File: src/rtl/module_imm_gen_stage_if.sv
// Handshake bundle for the decode-stage immediate generator.
// The upstream/downstream driver uses the master modport and the stage uses slave.
interface module_imm_gen_stage_if #(
    parameter int XLEN  = 32,
    parameter int TAG_W = 32
);
    logic              flush_i;
    logic              in_valid_i;
    logic              in_ready_o;
    logic [24:0]       instr_i;
    logic [2:0]        imm_src_i;
    logic [TAG_W-1:0]  tag_i;
    logic              out_valid_o;
    logic              out_ready_i;
    logic [XLEN-1:0]   imm_ext_o;
    logic [TAG_W-1:0]  tag_o;
    logic              imm_err_o;

    modport master (
        output flush_i, in_valid_i, instr_i, imm_src_i, tag_i, out_ready_i,
        input  in_ready_o, out_valid_o, imm_ext_o, tag_o, imm_err_o
    );

    modport slave (
        input  flush_i, in_valid_i, instr_i, imm_src_i, tag_i, out_ready_i,
        output in_ready_o, out_valid_o, imm_ext_o, tag_o, imm_err_o
    );
endinterface

File: src/rtl/module_imm_gen_stage.sv
// Registered immediate generator with a 2-entry skid buffer.
// Decodes I/S/B/J/U/CSR-zimm/shamt immediates on the way in, stores them extended,
// and presents them with their tag through a valid/ready output port.
module module_imm_gen_stage #(
    parameter int XLEN  = 32,
    parameter int TAG_W = 32
) (
    input  logic                 clk_i,
    input  logic                 rst_i,
    module_imm_gen_stage_if.slave bus
);

    if (XLEN != 32 && XLEN != 64) begin : g_bad_xlen
        $error("module_imm_gen_stage: XLEN must be 32 or 64");
    end
    if ($bits(bus.imm_ext_o) != XLEN || $bits(bus.tag_o) != TAG_W) begin : g_bad_if
        $error("module_imm_gen_stage: interface parameters do not match the stage");
    end

    typedef enum logic [2:0] {
        FMT_I  = 3'b000,
        FMT_S  = 3'b001,
        FMT_B  = 3'b010,
        FMT_J  = 3'b011,
        FMT_U  = 3'b100,
        FMT_Z  = 3'b101,
        FMT_SH = 3'b110,
        FMT_X  = 3'b111
    } fmt_e;

    typedef enum logic [1:0] {
        EMPTY = 2'd0,
        ONE   = 2'd1,
        FULL  = 2'd2
    } state_e;

    typedef struct packed {
        logic [XLEN-1:0]  imm;
        logic [TAG_W-1:0] tag;
        logic             err;
    } entry_t;

    // Instruction bits indexed with their architectural positions.
    logic [31:7] ins;
    assign ins = bus.instr_i;

    logic [31:0] imm32;
    logic        err_new;
    entry_t      entry_new;

    // Decode the immediate into a 32-bit value already sign-extended where the format requires it.
    // NOTE: every variable written in this block gets a default first so no latch is inferred.
    always_comb begin
        imm32   = '0;
        err_new = 1'b0;
        unique case (fmt_e'(bus.imm_src_i))
            FMT_I:  imm32 = {{20{ins[31]}}, ins[31:20]};
            FMT_S:  imm32 = {{20{ins[31]}}, ins[31:25], ins[11:7]};
            FMT_B:  imm32 = {{19{ins[31]}}, ins[31], ins[7], ins[30:25], ins[11:8], 1'b0};
            FMT_J:  imm32 = {{11{ins[31]}}, ins[31], ins[19:12], ins[20], ins[30:21], 1'b0};
            FMT_U:  imm32 = {ins[31:12], 12'b0};
            FMT_Z:  imm32 = {27'b0, ins[19:15]};
            FMT_SH: imm32 = (XLEN == 32) ? {27'b0, ins[24:20]} : {26'b0, ins[25:20]};
            FMT_X:  err_new = 1'b1;
            default: err_new = 1'b1;
        endcase
    end

    // Zero-extended formats have bit 31 clear, so one sign-extension covers every format.
    assign entry_new.imm = XLEN'(signed'(imm32));
    assign entry_new.tag = bus.tag_i;
    assign entry_new.err = err_new;

    state_e state_q, state_d;
    entry_t main_q, skid_q;
    logic   acc, pop;
    logic   load_main_in, load_main_skid, load_skid;

    assign bus.in_ready_o  = (state_q != FULL);
    assign bus.out_valid_o = (state_q != EMPTY);
    assign bus.imm_ext_o   = main_q.imm;
    assign bus.tag_o       = main_q.tag;
    assign bus.imm_err_o   = main_q.err;

    assign acc = bus.in_valid_i & bus.in_ready_o & ~bus.flush_i;
    assign pop = bus.out_valid_o & bus.out_ready_i;

    // Next-state and slot-load decode for the skid buffer.
    always_comb begin
        state_d        = state_q;
        load_main_in   = 1'b0;
        load_main_skid = 1'b0;
        load_skid      = 1'b0;
        unique case (state_q)
            EMPTY: begin
                if (acc) begin
                    load_main_in = 1'b1;
                    state_d      = ONE;
                end
            end
            ONE: begin
                if (acc && pop) begin
                    load_main_in = 1'b1;
                end else if (acc) begin
                    load_skid = 1'b1;
                    state_d   = FULL;
                end else if (pop) begin
                    state_d = EMPTY;
                end
            end
            FULL: begin
                if (pop) begin
                    load_main_skid = 1'b1;
                    state_d        = ONE;
                end
            end
            default: state_d = EMPTY;
        endcase
        if (bus.flush_i) begin
            state_d = EMPTY;
        end
    end

    // State register; reset wins over flush and accept.
    // NOTE: sequential state uses non-blocking assignments so all flops update from pre-edge values.
    always_ff @(posedge clk_i) begin
        if (rst_i) begin
            state_q <= EMPTY;
        end else begin
            state_q <= state_d;
        end
    end

    // Main slot drives the outputs; it is cleared on reset so the outputs read zero afterwards.
    always_ff @(posedge clk_i) begin
        if (rst_i) begin
            main_q <= '0;
        end else if (load_main_in) begin
            main_q <= entry_new;
        end else if (load_main_skid) begin
            main_q <= skid_q;
        end
    end

    // Skid slot only ever feeds the main slot after being written.
    // NOTE: no reset here; its contents are never visible until loaded, so a reset would only cost flops.
    always_ff @(posedge clk_i) begin
        if (load_skid) begin
            skid_q <= entry_new;
        end
    end

endmodule

File: src/flat_wrapper.sv
// flat-port wrapper written by rule: the top's interface ports become plain ports
module module_imm_gen_stage_flat 
#(
    parameter int XLEN  = 32,
    parameter int TAG_W = 32
)
  (clk_i, rst_i, bus_flush_i, bus_in_valid_i, bus_instr_i, bus_imm_src_i, bus_tag_i, bus_out_ready_i, bus_in_ready_o, bus_out_valid_o, bus_imm_ext_o, bus_tag_o, bus_imm_err_o);
  module_imm_gen_stage_if #(.XLEN(XLEN), .TAG_W(TAG_W)) bus_i ();
  input  logic clk_i;
  input  logic rst_i;
  input wire logic [$bits(bus_i.flush_i)-1:0] bus_flush_i;
  input wire logic [$bits(bus_i.in_valid_i)-1:0] bus_in_valid_i;
  input wire logic [$bits(bus_i.instr_i)-1:0] bus_instr_i;
  input wire logic [$bits(bus_i.imm_src_i)-1:0] bus_imm_src_i;
  input wire logic [$bits(bus_i.tag_i)-1:0] bus_tag_i;
  input wire logic [$bits(bus_i.out_ready_i)-1:0] bus_out_ready_i;
  output wire logic [$bits(bus_i.in_ready_o)-1:0] bus_in_ready_o;
  output wire logic [$bits(bus_i.out_valid_o)-1:0] bus_out_valid_o;
  output wire logic [$bits(bus_i.imm_ext_o)-1:0] bus_imm_ext_o;
  output wire logic [$bits(bus_i.tag_o)-1:0] bus_tag_o;
  output wire logic [$bits(bus_i.imm_err_o)-1:0] bus_imm_err_o;
  assign bus_i.flush_i = bus_flush_i;
  assign bus_i.in_valid_i = bus_in_valid_i;
  assign bus_i.instr_i = bus_instr_i;
  assign bus_i.imm_src_i = bus_imm_src_i;
  assign bus_i.tag_i = bus_tag_i;
  assign bus_i.out_ready_i = bus_out_ready_i;
  assign bus_in_ready_o = bus_i.in_ready_o;
  assign bus_out_valid_o = bus_i.out_valid_o;
  assign bus_imm_ext_o = bus_i.imm_ext_o;
  assign bus_tag_o = bus_i.tag_o;
  assign bus_imm_err_o = bus_i.imm_err_o;
  module_imm_gen_stage #(.XLEN(XLEN), .TAG_W(TAG_W)) u_core (.clk_i(clk_i), .rst_i(rst_i), .bus(bus_i));
endmodule
File: config.mk
export PLATFORM = sky130hd
export DESIGN_NAME = module_imm_gen_stage_flat
export DESIGN_NICKNAME = d
export VERILOG_FILES = /design/src/rtl/module_imm_gen_stage_if.sv /design/src/rtl/module_imm_gen_stage.sv /design/src/flat_wrapper.sv
export SDC_FILE = /design/constraint.sdc
export NUM_CORES = 1
export LEC_CHECK = 0
export BUFFER_PORTS_ARGS = -buffer_cell sky130_fd_sc_hd__buf_2
export CAP_MARGIN = 20
export CORE_MARGIN = 2
export CORE_UTILIZATION = 50
export CTS_BUF_LIST = sky130_fd_sc_hd__clkbuf_8 sky130_fd_sc_hd__clkbuf_16
export CTS_CLUSTER_DIAMETER = 100
export DETAILED_ROUTE_END_ITERATION = 8
export PLACE_DENSITY = 0.75
export REMOVE_ABC_BUFFERS = 1
export SYNTH_ARGS = -nofsm -noshare
export SYNTH_HDL_FRONTEND = slang
export SYNTH_SLANG_ARGS = --single-unit
File: constraint.sdc
create_clock -name clk_i -period 12.6 [get_ports clk_i]
set_input_delay 2.52 -clock clk_i [delete_from_list [all_inputs] [get_ports clk_i]]
set_output_delay 2.52 -clock clk_i [all_outputs]
set_load 0.01 [all_outputs]
# Word-level counts from Yosys, hierarchy flattened
# Cells that the tools add are included.
# totals
output_inout_bits	67
word_cells	49
rom_bits	0
latch_bits	0
inputBits	65
mem_bits_rw	0
ff_bits	132
memories	0
# classes
reduce_logical	7
n_lt_le_gt_ge	0
div	0
bitwise_logic	4
n_mux	17
shifts	0
mul	0
add_sub_neg	0
n_eq_ne	14
# op_table
operator	n
32-bit one-hot mux with 7 select lines	1
65-bit two-way mux	2
3-bit equality test, second input constant	4
2-bit two-way mux	5
1-bit two-way mux	7
3-bit by 2-bit equality test with 1-bit output, second input constant	2
2-bit one-hot mux with 3 select lines	1
2-bit by 1-bit inequality test with 1-bit output, second input constant	2
2-bit inequality test, second input constant	2
4-bit AND reduction	1
2-bit nonzero test	2
1-bit AND	3
3-bit by 1-bit equality test with 1-bit output, second input constant	1
3-bit logical NOT	1
3-bit by 1-bit inequality test with 1-bit output, second input constant	1
2-bit by 1-bit equality test with 1-bit output, second input constant	1
2-bit equality test, second input constant	1
2-bit logical NOT	1
1-bit one-hot mux with 2 select lines	1
2-bit OR reduction	1
1-bit logical AND	1
1-bit NOT	1

# Logic depth before layout (Yosys ltp)
# logic_depth
word_depth	7
mapped_depth	6
depth_no_buf	3

# Worst setup path after synthesis
# Ideal clock, no wire load.
# synth_timing
kind	input to register
startpoint	input bus_flush_i
endpoint	register u_core.skid_q[0] in the netlist's numbering, enable pin
setup_slack_ns	6.161
t_required_ns	12.111
setup_ns	0.489
arrival_ns	5.950
cell_stages	4
n_path_buf	2
path_cell_list	or3b_1 -> buf_2 -> buf_1 -> nor2_1
# synth_between
elab_chain_cells	5
elab_cells_between_ends	6
classes_between	3 x mux; 2 x bitwise; 1 x reduce/logical
# synth_lines
element	line_no	rtl
start, declared	flat_wrapper.sv:11	input wire logic [$bits(bus_i.flush_i)-1:0] bus_flush_i;
1-bit NOT (*)	module_imm_gen_stage.sv:85	assign acc = bus.in_valid_i & bus.in_ready_o & ~bus.flush_i;
1-bit AND (*)	module_imm_gen_stage.sv:85	
1-bit two-way mux / 1-bit logical AND (equally long branches)	module_imm_gen_stage.sv:104, module_imm_gen_stage.sv:102	
1-bit two-way mux (*)	module_imm_gen_stage.sv:102	if (acc && pop) begin
1-bit two-way mux (*)	module_imm_gen_stage.sv:94	unique case (state_q)
via u_core.load_skid	module_imm_gen_stage.sv:77	logic load_main_in, load_main_skid, load_skid;
end signal, assigned	module_imm_gen_stage.sv:149	skid_q <= entry_new;
end, declared	module_imm_gen_stage.sv:75	entry_t main_q, skid_q;
# Mark *: on every way through the listed nets, which the timed path passes. The rest lies on a longest branch.
# A chain may end at the register's enable or synchronous reset.

# Worst setup path after layout
# layout_timing
startpoint	input bus_in_valid_i
endpoint	register u_core.skid_q[40] in the netlist's numbering, enable pin
# layout_between
elab_chain_cells	5
elab_cells_between_ends	6
classes_between	3 x mux; 2 x bitwise; 1 x reduce/logical
# layout_lines
element	line_no	rtl
start, declared	flat_wrapper.sv:12	input wire logic [$bits(bus_i.in_valid_i)-1:0] bus_in_valid_i;
1-bit AND (*) (2 in a row)	module_imm_gen_stage.sv:85	
1-bit two-way mux / 1-bit logical AND (equally long branches)	module_imm_gen_stage.sv:104, module_imm_gen_stage.sv:102	
1-bit two-way mux (*)	module_imm_gen_stage.sv:102	
1-bit two-way mux (*)	module_imm_gen_stage.sv:94	
via u_core.load_skid	module_imm_gen_stage.sv:77	
# Marked as above.

==> results.yml <==
floorplan:
  die_h_um: 114
  dieArea_mm2: 0.0131
  initial_utilization_pct: 50.9
  rows: 40
  coreArea_mm2: 0.0120
  ios: 132
  dieWidth_um: 114
clocking:
  cts_buffers: 17
  cts_max_path_buffers: 2
  holdBufCountCts: 0
  clkTransAtPathRegs_ps: 50
  cts.sinks: 132
  cts_max_level: 4
  clk_latency_ps: 410
  cts_resized: 0
  cts_tree: "done"
  cts_root_buf: "clkbuf_16"
  postCtsSetupRepairBufs: 0
drt:
  first_pass_iters: 5
  ant_nets: 0
  totalWireLength_um: 15000
  viasPerCell: 6.34
  drc: 0
  routedWlPerCell_um: 19.3
  vias: 4954
  drt_first_iter_violations: 537
power:
  clock_power_share_pct: 44.0
  power_per_cell_area_mw_per_mm2: 142
  pwr-share-seq_pct: 45.5
  comb_power_share_pct: 10.4
  intPower_w: 0.000792
  p_switching_w: 0.000247
  ir_worst_vdd_mv: 0.114
  p_leak_nw: 2.82
  switching_share_pct: 23.8
worst_hold_path:
  hold_depth: 2
  hold_path.class: "flip-flop to flip-flop"
synthesis:
  yosysTopAreaCell: "edfxtp_1"
  synthArstFlopShare_pct: 0
  synth_edf_count: 65
  synth_area_leaders: "edfxtp_1 32%, dfxtp_1 22%, o211ai_1 4.7%"
  yosysSeqAreaShare_pct: 54.1
  synth_top_area_share_pct: 32.1
  yosysWarnings: 0
  netlist_area_mm2: 0.00609
  synth-seq-cells: 132
  synth_cell_types: 45
  synthCells: 524
  avgSynthCellArea_um2: 11.6
  synth_flop_cell: "dfxtp_1"
setup_path:
  slowest_delay_ps: 670
  reg2reg_depth: 4
  cp_cell_sequence: "buf_2, or3b_2, buf_4, nor2_4, buf_4"
  cp-end-kind: "flip-flop"
  critPathKind: "primary input to flip-flop"
  path_common_cell: "buf_4"
  cpMaxStageDelayCell: "buf_4"
  worst_ep_required_time_ps: 12630
  crit_fanout: 58
  worst_setup_path_start_kind: "primary input"
  arrival_ps: 4430
layout:
  postLayoutCellArea_mm2: 0.00730
  nets: 686
  layout-area-overhead-vs-synth_pct: 20.0
  multi_input_area_mm2: 0.00246
  regArea_mm2: 0.00329
  n_antenna_cell: 0
  nFillCells: 936
  drive_gt1_share_pct: 32.0
timing:
  rsz0062_at_grt: "false"
  tns_ps: 0
  min_period_over_period_pct: 34.9
  hold_viol_final: 0
  fmax_mhz: 228
  skew_ps: 6.84
  slew_violations: 0
  setup_viol: 0
  relSlewSlack_pct: 29.9
  holdWs_ps: 487
  tightestPinTransition_ps: 1050
  period_needed_ps: 4390
placement:
  place_congestion: 0.792
  place.port_buffers: 131
  place_area_mm2: 0.00671
  dp_hpwl_um: 8800
global_route:
  first_global_vias: 4544
  grt_pass1_wl_um: 23300
  grt_antenna_before_repair: 0
  grt_remaining_overflow: 0
  grt_max_degree: 68
  track_usage_pct: 22.6
run_status:
  status: "finished, final reports clean"
flow_run:
  drv_cap: 0
layout make-up:
class,count,share of cell area (%)
clock buffer,21,6.89
clock inverter,11,0.771
inverter,15,0.771
multi-input combinational,315,33.7
sequential,132,45.1
timing repair buffer,140,10.2
tap,147,2.52
cell families after synthesis:
group           after synthesis  synth area share (%)
compound gates              171                  24.0
flops                       132                  54.1
simple gates                128                  12.6
buf+inv                      77                  5.88
mux                          15                  3.31
xor+xnor                      1                 0.144
sequential cells by signal, summed over array words and instances, names as in the netlist:
signal	flops
u_core.bus.imm_err_o	1
u_core.bus.imm_ext_o	32
u_core.bus.tag_o	32
u_core.skid_q	65
u_core.state_q	2
Yosys cell counts (13+ instances only):
cell,instances
dfxtp_1,67
edfxtp_1,65
nand2_1,55
o211ai_1,38
a21oi_1,33
a32oi_1,32
clkbuf_1,28
buf_2,19
inv_1,15
a22oi_1,13
a311oi_1,13
worst max-delay path: cells and delay by family:
| family | cells | cell delay, ps |
|---|---|---|
| buffers and inverters | 3 | 1130 |
| and+or+nand+nor | 2 | 750 |
power groups by stage:
| stage | combinational (W) | sequential [W] | clock, W |
|---|---|---|---|
| after floorplan | 0.0000513 | 0.000487 | 0 |
| after global placement | 0.000104 | 0.000481 | 0 |
| after detailed placement | 0.000107 | 0.000482 | 0 |
| after CTS | 0.000108 | 0.000473 | 0.000462 |
| after global routing | 0.000118 | 0.000474 | 0.000481 |
| final | 0.000109 | 0.000473 | 0.000458 |
final timing paths:
path,from,to,slack [ps]
max,bus_in_valid_i,u_core.skid_q[40],8210
min,u_core.bus.tag_o[29],u_core.bus.tag_o[29],490
max reg2reg,u_core.state_q[1],u_core.skid_q[40],9990
min reg2reg,u_core.bus.tag_o[29],u_core.bus.tag_o[29],490
cells in the final DEF (no fill, tap or decap), types with 4 or more instances in the layout:
cell type | synthesis | layout
a21o_1 | 8 | 8
dfxtp_1 | 67 | 67
buf_2 | 19 | 131
nor2_1 | 5 | 4
a221oi_1 | 10 | 10
and4b_1 | 9 | 9
nor2b_1 | 11 | 9
or2_2 | 4 | 4
a32oi_1 | 32 | 32
clkinv_2 | 0 | 4
a21oi_1 | 33 | 33
edfxtp_1 | 65 | 65
a221oi_2 | 4 | 4
mux4_2 | 4 | 4
nor4_1 | 8 | 8
a2111oi_4 | 7 | 7
a22oi_1 | 13 | 13
nand2_1 | 55 | 55
mux2i_1 | 10 | 10
buf_4 | 4 | 7
nand2b_1 | 6 | 5
inv_1 | 15 | 19
clkbuf_16 | 0 | 19
a311oi_1 | 13 | 13
o211ai_1 | 38 | 38
nor3_1 | 7 | 7
nor4bb_1 | 11 | 11
routing by layer:
metal  share of wire [%]  up-vias  global-route usage, %
li1                    -     2257                      -
met3                 7.0       29                   5.13
met5                   0        -                      0
met1                  45     2422                   31.7
met2                  45      246                   33.9
met4                 2.0        0                   9.59
per-stage QoR:
stage,std cells,worst slack (ps),total power (W),util (%)
detailed placement,747,7650,0.000589,56.1
floorplan,462,5650,0.000538,-
CTS,779,8080,0.00104,60.7
global placement,747,7750,0.000585,56.1
global route,781,8080,0.00107,61.1
finish,781,8210,0.00104,61.1
Power figures use the tool's default switching activity.
